`src/rtl/bp_me_cce_mem_arbiter.sv`:
```
`default_nettype none
// ============================================================================
//  Module   : bp_me_cce_mem_arbiter
//  Purpose  : Shares one CCE<->memory command/response channel pair among
//             NUM_CCE requesters. Commands are granted round-robin and passed
//             straight through. The source index of each issued command is
//             pushed into an in-order tag FIFO, and each in-order response is
//             steered back to the CCE at the FIFO head.
//  Ports    : clk_i, reset_i            clock, synchronous active-high reset
//             mem_cmd_i/_v_i/_yumi_o    per-CCE command inputs and consume
//             mem_cmd_o/_v_o/_ready_i   arbitrated downstream command
//             mem_resp_i/_v_i/_yumi_o   response from memory
//             mem_resp_o/_v_o/_ready_i  broadcast response, per-CCE valid
//             outstanding_o             tag FIFO occupancy
//             error_o                   sticky: response seen with no tag
//  Revision : 1.0  initial release
// ============================================================================
module bp_me_cce_mem_arbiter #(
    parameter int NUM_CCE         = 4,
    parameter int MEM_MSG_WIDTH   = 128,
    parameter int MAX_OUTSTANDING = 8
) (
    input  logic                                   clk_i,
    input  logic                                   reset_i,
    input  logic [NUM_CCE*MEM_MSG_WIDTH-1:0]       mem_cmd_i,
    input  logic [NUM_CCE-1:0]                     mem_cmd_v_i,
    output logic [NUM_CCE-1:0]                     mem_cmd_yumi_o,
    output logic [MEM_MSG_WIDTH-1:0]               mem_cmd_o,
    output logic                                   mem_cmd_v_o,
    input  logic                                   mem_cmd_ready_i,
    input  logic [MEM_MSG_WIDTH-1:0]               mem_resp_i,
    input  logic                                   mem_resp_v_i,
    output logic                                   mem_resp_yumi_o,
    output logic [MEM_MSG_WIDTH-1:0]               mem_resp_o,
    output logic [NUM_CCE-1:0]                     mem_resp_v_o,
    input  logic [NUM_CCE-1:0]                     mem_resp_ready_i,
    output logic [$clog2(MAX_OUTSTANDING+1)-1:0]   outstanding_o,
    output logic                                   error_o
);

    localparam int c_ID_WIDTH  = (NUM_CCE > 1) ? $clog2(NUM_CCE) : 1;
    localparam int c_CNT_WIDTH = $clog2(MAX_OUTSTANDING + 1);
    localparam int c_PTR_WIDTH = (MAX_OUTSTANDING > 1) ? $clog2(MAX_OUTSTANDING) : 1;

    localparam logic [c_CNT_WIDTH-1:0] c_FULL_CNT = c_CNT_WIDTH'(MAX_OUTSTANDING);
    localparam logic [c_PTR_WIDTH-1:0] c_PTR_LAST = c_PTR_WIDTH'(MAX_OUTSTANDING - 1);
    localparam logic [c_ID_WIDTH-1:0]  c_ID_LAST  = c_ID_WIDTH'(NUM_CCE - 1);
    localparam logic [c_ID_WIDTH:0]    c_ID_NUM   = (c_ID_WIDTH+1)'(NUM_CCE);

    // ------------------------------------------------------------------
    // State
    // ------------------------------------------------------------------
    logic [c_ID_WIDTH-1:0]  r_rr_ptr;
    logic [c_PTR_WIDTH-1:0] r_wr_ptr;
    logic [c_PTR_WIDTH-1:0] r_rd_ptr;
    logic [c_CNT_WIDTH-1:0] r_count;
    logic                   r_error;
    logic [c_ID_WIDTH-1:0]  r_tag_mem [MAX_OUTSTANDING];

    // ------------------------------------------------------------------
    // Combinational
    // ------------------------------------------------------------------
    logic [c_ID_WIDTH-1:0]  w_sel;
    logic                   w_any;
    logic [c_ID_WIDTH:0]    w_sum;
    logic [c_ID_WIDTH-1:0]  w_cand;
    logic                   w_full;
    logic                   w_empty;
    logic                   w_push;
    logic                   w_pop;
    logic [c_ID_WIDTH-1:0]  w_head;
    logic [c_ID_WIDTH-1:0]  w_rr_next;

    // Round-robin search starting at r_rr_ptr; the candidate index is
    // wrapped by subtraction so non-power-of-two NUM_CCE also works.
    always_comb begin
        w_sel  = '0;
        w_any  = 1'b0;
        w_sum  = '0;
        w_cand = '0;
        for (int k = 0; k < NUM_CCE; k++) begin
            w_sum = {1'b0, r_rr_ptr} + (c_ID_WIDTH+1)'(k);
            if (w_sum >= c_ID_NUM) begin
                w_sum = w_sum - c_ID_NUM;
            end
            w_cand = w_sum[c_ID_WIDTH-1:0];
            if (!w_any && mem_cmd_v_i[w_cand]) begin
                w_any = 1'b1;
                w_sel = w_cand;
            end
        end
    end

    // Full/empty come from the registered count only: a pop in the same
    // cycle does not open a slot for a push (no bypass path).
    assign w_full  = (r_count == c_FULL_CNT);
    assign w_empty = (r_count == '0);
    assign w_head  = r_tag_mem[r_rd_ptr];

    assign mem_cmd_v_o = w_any & ~w_full;
    assign mem_cmd_o   = mem_cmd_i[w_sel*MEM_MSG_WIDTH +: MEM_MSG_WIDTH];
    assign w_push      = mem_cmd_v_o & mem_cmd_ready_i;

    assign mem_resp_o      = mem_resp_i;
    assign mem_resp_yumi_o = mem_resp_v_i & ~w_empty & mem_resp_ready_i[w_head];
    assign w_pop           = mem_resp_yumi_o;

    always_comb begin
        mem_cmd_yumi_o = '0;
        mem_resp_v_o   = '0;
        for (int i = 0; i < NUM_CCE; i++) begin
            mem_cmd_yumi_o[i] = w_push & (w_sel == c_ID_WIDTH'(i));
            mem_resp_v_o[i]   = mem_resp_v_i & ~w_empty & (w_head == c_ID_WIDTH'(i));
        end
    end

    assign w_rr_next = (w_sel == c_ID_LAST) ? '0 : w_sel + 1'b1;

    assign outstanding_o = r_count;
    assign error_o       = r_error;

    // ------------------------------------------------------------------
    // Sequential
    // ------------------------------------------------------------------
    always_ff @(posedge clk_i) begin
        if (reset_i) begin
            r_rr_ptr <= '0;
            r_wr_ptr <= '0;
            r_rd_ptr <= '0;
            r_count  <= '0;
            r_error  <= 1'b0;
        end else begin
            if (w_push) begin
                r_rr_ptr <= w_rr_next;
                r_wr_ptr <= (r_wr_ptr == c_PTR_LAST) ? '0 : r_wr_ptr + 1'b1;
            end
            if (w_pop) begin
                r_rd_ptr <= (r_rd_ptr == c_PTR_LAST) ? '0 : r_rd_ptr + 1'b1;
            end
            case ({w_push, w_pop})
                2'b10:   r_count <= r_count + 1'b1;
                2'b01:   r_count <= r_count - 1'b1;
                default: r_count <= r_count;
            endcase
            if (mem_resp_v_i && w_empty) begin
                r_error <= 1'b1;
            end
        end
    end

    // Tag storage needs no reset: entries are only read once counted valid.
    always_ff @(posedge clk_i) begin
        if (w_push) begin
            r_tag_mem[r_wr_ptr] <= w_sel;
        end
    end

endmodule
`default_nettype wire

```
`config.mk`:
```
export PLATFORM = sky130hd
export DESIGN_NAME = bp_me_cce_mem_arbiter
export DESIGN_NICKNAME = d
export VERILOG_FILES = /design/src/rtl/bp_me_cce_mem_arbiter.sv
export SDC_FILE = /design/constraint.sdc
export NUM_CORES = 1
export LEC_CHECK = 0
export CORE_AREA = 3 3 356 358
export DETAILED_ROUTE_END_ITERATION = 16
export DIE_AREA = 0 0 359 361
export SLEW_MARGIN = 5
export SYNTH_ARGS = -nofsm -noshare
export SYNTH_HDL_FRONTEND = slang
export SYNTH_SLANG_ARGS = --single-unit
```
`constraint.sdc`:
```
create_clock -name clk_i -period 3.51 [get_ports clk_i]
set_input_delay 0.8775 -clock clk_i [delete_from_list [all_inputs] [get_ports clk_i]]
set_output_delay 0.8775 -clock clk_i [all_outputs]
set_load 0.1 [all_outputs]
```
==> results of run 1 <==
[metal layers]
| metal | vias up | GRT usage | wire length (um) |
|---|---|---|---|
| met1 | 3863 | 0.123 | 28400 |
| met5 | - | 0.00508 | 429 |
| met2 | 587 | 0.163 | 32000 |
| met4 | 52 | 0.00588 | 607 |
| met3 | 113 | 0.0758 | 12000 |
| li1 | 3743 | - | - |
[Yosys cell counts, drive strengths merged]
master and number:
mux2i 391, buf 166, dfxtp 16, edfxtp 16, nand2 13, a21oi 12, ha 11, clkbuf 10
nand2b 7, nor2 7, inv 6, and3 5, mux4 4, nor2b 4, nor3 4, or3 4
o21ai 3, xor2 3, mux2 2, nor3b 2, nor4 2, nor4b 2, nor4bb 2, o22ai 2
a211oi 1, a21o 1, a32oi 1, and2 1, o21a 1
[cells by family after synthesis]
logic type,Yosys count
AND/OR/NAND/NOR,53
buffers and inverters,182
adder cells (fa/ha/maj),11
flip-flops,32
XOR/XNOR,3
AO/OA/AOI/OAI,21
multiplexers,397
[critical path, stage by stage]
cell and delay (ns):
buf_8 0.10, a21o_1 0.16, a21oi_2 0.17, o22ai_4 0.11, buf_6 0.15, buf_12 0.15, buf_16 0.16, buf_6 0.13
mux2i_1 0.11, buf_4 0.17, mux2i_4 0.17, buf_12 0.19
[registers in the layout, summed over array words and instances, names as in the netlist, named ones only]
name / cells
r_rr_ptr: 2
r_tag_mem: 16
r_wr_ptr: 3
error_o: 1
r_rd_ptr: 3
outstanding_o: 4
[layout make-up]
type | instances | area, um^2 | share of cell area
sequential | 32 | 801 | 0.0430
multi-input combinational | 485 | 5830 | 0.314
clock inverter | 3 | 18.8 | 0.00101
timing repair buffer | 797 | 9680 | 0.520
clock buffer | 5 | 125 | 0.00672
inverter | 6 | 25.0 | 0.00134
tap | 1637 | 2050 | 0.110
antenna | 29 | 72.6 | 0.00390
[metrics by stage]
step	instances	hold slack [ns]	TNS, ns	instance area [um^2]
6_report	2994	0.462	-0.459	18600
5_1_grt	2967	0.500	-4.35	18500
4_1_cts	2960	0.467	-1.08	17900
3_5_place_dp	2930	0.457	-55.18	16800
3_3_place_gp	2930	0.460	-61.63	16800
2_1_floorplan	699	0.453	-104.57	6900
[where the power goes]
part,internal [mW],switching (mW)
clock network,0.261,0.154
registers,0.439,0.0550
logic,3.18,4.30
total,3.88,4.51
[worst max-delay path by stage]
stage                     cells past startpoint            from  slack [ns]        endpoint
after global placement                       10  mem_cmd_v_i[0]       -0.67   mem_cmd_o[85]
after CTS                                    11  mem_cmd_v_i[0]       -0.07   mem_cmd_o[82]
after global routing                         11  mem_cmd_v_i[0]       -0.14   mem_cmd_o[82]
after detailed placement                     10  mem_cmd_v_i[0]       -0.63   mem_cmd_o[85]
after floorplan                               8  mem_cmd_v_i[0]       -0.89  mem_cmd_o[100]
final                                        12  mem_cmd_v_i[0]       -0.05    mem_cmd_o[1]
[timing repair]
item	in CTS	in global routing
endpoints found under the setup margin	132	109
setup buffers	17	4
pin swaps	5	0
gates cloned	5	3
gates resized for setup	137	120
==> results.tsv, run 1 <==
metric	value	unit
H-tree Lvls	2	
routed len/inst	24.5	um
Worst Hold Class	register to register	
Cells on Worst Hold Path	2	
TritonRoute pass-1 iters	4	
Max IR drop VDD	0.363	mV
Placer Congestion	0.893	
fillcell total	13875	
layout cells sized above 1	0.341	
fin util	0.150	
Slew Limit Headroom	0.537	
clock period minus worst slack	3.56	ns
top cells by area, synth	mux2i_1 59%, buf_4 14%, edfxtp_1 7.2%	
Distinct cells, synth	36	
most common cell after layout, fill and taps aside	clkdlybuf4s50_1	
clk_lat worst skew	0.27	ns
startpoint types	primary input	
Clock Skew	0.00369	ns
endpoint class of the critical path	primary output	
WS Path Type	primary input to primary output	
Synth top area share	0.590	
ratio of final minimum period to clock period	1.01	
Post-Route WL	73.5	mm
Cells after Synth	699	
Post-Synth Simple-Gate Area	0.0453	
synth warn	0	
initial antenna violation count	81	
I/O pin count	923	
final count of hold timing violations	0	
Cell Rows	129	
Compound-Gate Fraction of Synth Area	0.0179	
Worst Path Required	2.63	ns
average cell area after synthesis	9.49	um^2
DIE AREA	130000	um^2
final setup vio count	25	
pre-CTS WS	-0.629	ns
routed vias	8358	
largest net degree at the start of global routing	19	
DP HPWL	65.9	mm
Post-Syn Area	6630	um^2
maximum capacitance violations	0	
Worst R2R Setup Slack	0.20	ns
final net count	1990	
commonest non-fill, non-tap cells in the layout	519 x clkdlybuf4s50_1, 249 x mux2i_1, 153 x buf_12	
register area share after synthesis	0.121	
Synth area leader	mux2i_1	
Synth-to-Final Area Change	181	%
Global Route Usage Sum	0.106	
Worst R2R Path Depth	12	
largest family of logic cells by synthesized area	multiplexers	
clock root buffer	clkbuf_16	
hold path endpoint	error_o	
PD cells	451	nW/um^2
drt drc	0	
Remaining Overflow, GRT	0	
1st-iter DRT viols	327	
Max Slew Vio Count	0	
post-synthesis mux area share	0.608	
first-pass GRT wire length	91.3	mm
leakage	7.43	nW
Yosys reg bits	32	
Max FO, Critical Path	9	
Num CTS Buffers	5	
worst setup slack after layout	-0.0514	ns
core area	124000	um^2
Design Power	8.40	mW
die width	359	um
HP Start	error_o	
failing checks	setup timing	
Clk pin slew, worst setup/hold paths	0.05	ns
Data arrival, critical path	2.68	ns
Synth Net Count	1362	
Die Y	361	um
CTS Buffer Depth	2	
clock sink count	32	
XOR/XNOR share of the synthesized area	0.00396	
FF-to-FF End	outstanding_o[2]	
unrepaired setup endpoints after global routing	true	
Via-to-Cell Ratio	2.79	
vias in the first global route	8749	
Slew @ Worst Pin	0.692	ns
status	finished, violations left	
# hold bufs at CTS	0	
Fmax	281	MHz
Final ANT Viol Nets	0	
Synth Area in Adders	0.0208	
Buffers on Ports	666	
CTS tree	built	
Initial Util	0.0536	
(Power assumes the default switching activity.)
==> run 2: changes to the inputs <==
Settings changed: PLACE_DENSITY from default to 0.33.
==> results.tsv, run 2 (synthesis gave the netlist of run 1 again) <==
metric	value	unit	change
routed len/inst	22.2	um	-9.6%
TritonRoute pass-1 iters	4		unchanged
initial antenna violation count	44		-46%
Clock Skew	0.00360	ns	-0.0000931 ns
endpoint class of the critical path	primary output		
Die Y	361	um	unchanged
final setup vio count	32		+28%
DP Cell Count	2969		+1.3%
unrepaired setup endpoints after global routing	true		
H-tree Lvls	2		unchanged
clock period minus worst slack	3.57	ns	+0.0108 ns
Buffers on Ports	666		unchanged
status	finished, violations left		
Max FO, Critical Path	6		-3
fillcell total	13770		-0.76%
DP HPWL	57.0	mm	-13%
Via-to-Cell Ratio	2.72		-2.7%
clock sink count	32		unchanged
Cell Rows	129		unchanged
Largest register FFs	16		unchanged
worst setup slack after layout	-0.0622	ns	-0.0108 ns
DIE AREA	130000	um^2	unchanged
startpoint types	primary input		
Placer Congestion	0.824		-7.8%
vias in the first global route	8912		+1.9%
Clk pin slew, worst setup/hold paths	0.05	ns	about the same
Synth-to-Final Area Change	189	%	
maximum capacitance violations	0		unchanged
clk_lat worst skew	0.28	ns	about the same
placed cell areas	17100	um^2	+1.5%
Worst Hold Class	register to register		
layout cells sized above 1	0.363		+0.0215
CTS Buffer Depth	2		unchanged
WS Path Type	primary input to primary output		
Max Slew Vio Count	0		unchanged
Data arrival, critical path	2.69	ns	about the same
PD cells	454	nW/um^2	+0.66%
# hold bufs at CTS	0		unchanged
I/O pin count	923		unchanged
Worst R2R Setup Slack	0.22	ns	+0.02 ns
cell area after layout	19200	um^2	+3.1%
crit path to	mem_cmd_o[58]		
Max IR drop VDD	0.245	mV	-33%
Slew @ Worst Pin	0.684	ns	-0.00849 ns
Initial Util	0.0536		unchanged
Global Route Usage Sum	0.0957		-0.00993
Biggest register	r_tag_mem		
Fmax	280	MHz	-0.30%
commonest non-fill, non-tap cells in the layout	519 x clkdlybuf4s50_1, 239 x mux2i_1, 163 x buf_12		
core area	124000	um^2	unchanged
CP startpoint	mem_cmd_v_i[1]		
die width	359	um	unchanged
failing checks	setup timing		
1st-iter DRT viols	220		-33%
Final ANT Viol Nets	0		unchanged
Layout Cells excl Fill	3002		+0.27%
ratio of final minimum period to clock period	1.02		+0.00309
leakage	7.59	nW	+2.2%
FF-to-FF End	outstanding_o[2]		
largest net degree at the start of global routing	19		unchanged
final net count	2016		+1.3%
first-pass GRT wire length	84.5	mm	-7.4%
CTS tree	built		
Num CTS Buffers	5		unchanged
Post-Route WL	66.6	mm	-9.3%
drt drc	0		unchanged
Worst R2R Path Depth	12		unchanged
clock root buffer	clkbuf_16		
most common cell after layout, fill and taps aside	clkdlybuf4s50_1		
Slew Limit Headroom	0.543		+0.00568
Worst Path Required	2.63	ns	about the same
final count of hold timing violations	0		unchanged
hold_ws	0.490	ns	+0.0281 ns
Remaining Overflow, GRT	0		unchanged
routed vias	8157		-2.4%
## run 2: metal layers
metal  vias up  track usage  wire, um
li1       3761            -         -
met3        57       0.0421      7190
met2       550        0.154     29900
met4        22      0.00806       556
met5         -            0       141
met1      3767        0.122     28800
## run 2: per-stage QoR
step | utilization | setup slack [ns] | total power [mW] | TNS, ns
global route | 0.155 | -0.124 | 9.03 | -4.41
detailed placement | 0.138 | -0.860 | 7.53 | -70.23
global placement | 0.138 | -0.882 | 7.51 | -71.98
CTS | 0.149 | -0.0778 | 8.59 | -0.948
finish | 0.155 | -0.0622 | 8.71 | -0.629
floorplan | - | -0.894 | 5.03 | -104.57
## run 2: worst min path at each step
stage,start,endpoint,slack (ns),cells after the start
final,error_o,error_o,0.49,2
after global routing,error_o,error_o,0.53,2
after detailed placement,error_o,error_o,0.48,2
after global placement,error_o,error_o,0.46,2
after floorplan,r_rr_ptr[0],r_rr_ptr[0],0.45,2
after CTS,error_o,error_o,0.50,2
## run 2: final cells by class
| cell class | count | area [um^2] | area share |
|---|---|---|---|
| Antenna cell | 11 | 27.5 | 0.00144 |
| Clock inverter | 3 | 42.5 | 0.00222 |
| Inverter | 6 | 22.5 | 0.00117 |
| Clock buffer | 5 | 125 | 0.00653 |
| Timing Repair Buffer | 823 | 10100 | 0.527 |
| Multi-Input combinational cell | 485 | 5990 | 0.313 |
| Tap cell | 1637 | 2050 | 0.107 |
| Sequential cell | 32 | 802 | 0.0418 |
## run 2: report_power, final
group / internal (mW) / total, mW / switching [mW]
Combinational: 3.31 / 7.72 / 4.41
Clock: 0.333 / 0.491 / 0.158
Sequential: 0.440 / 0.500 / 0.0599
Total: 4.08 / 8.71 / 4.63
## run 2: what timing repair did
action                                  CTS  global route
setup buffers                            15             9
pin swaps                                 4             2
endpoints found under the setup margin  132           117
gates cloned                              6            12
resized for setup                       208           102
## run 2: critical path, cell delays in order
cell and delay [ns]:
buf_8 0.10, a21o_1 0.16, a21oi_2 0.18, o22ai_4 0.13, buf_4 0.17, buf_12 0.13
buf_16 0.16, buf_4 0.14, mux2i_1 0.11, buf_4 0.15, mux2i_4 0.17, buf_12 0.20
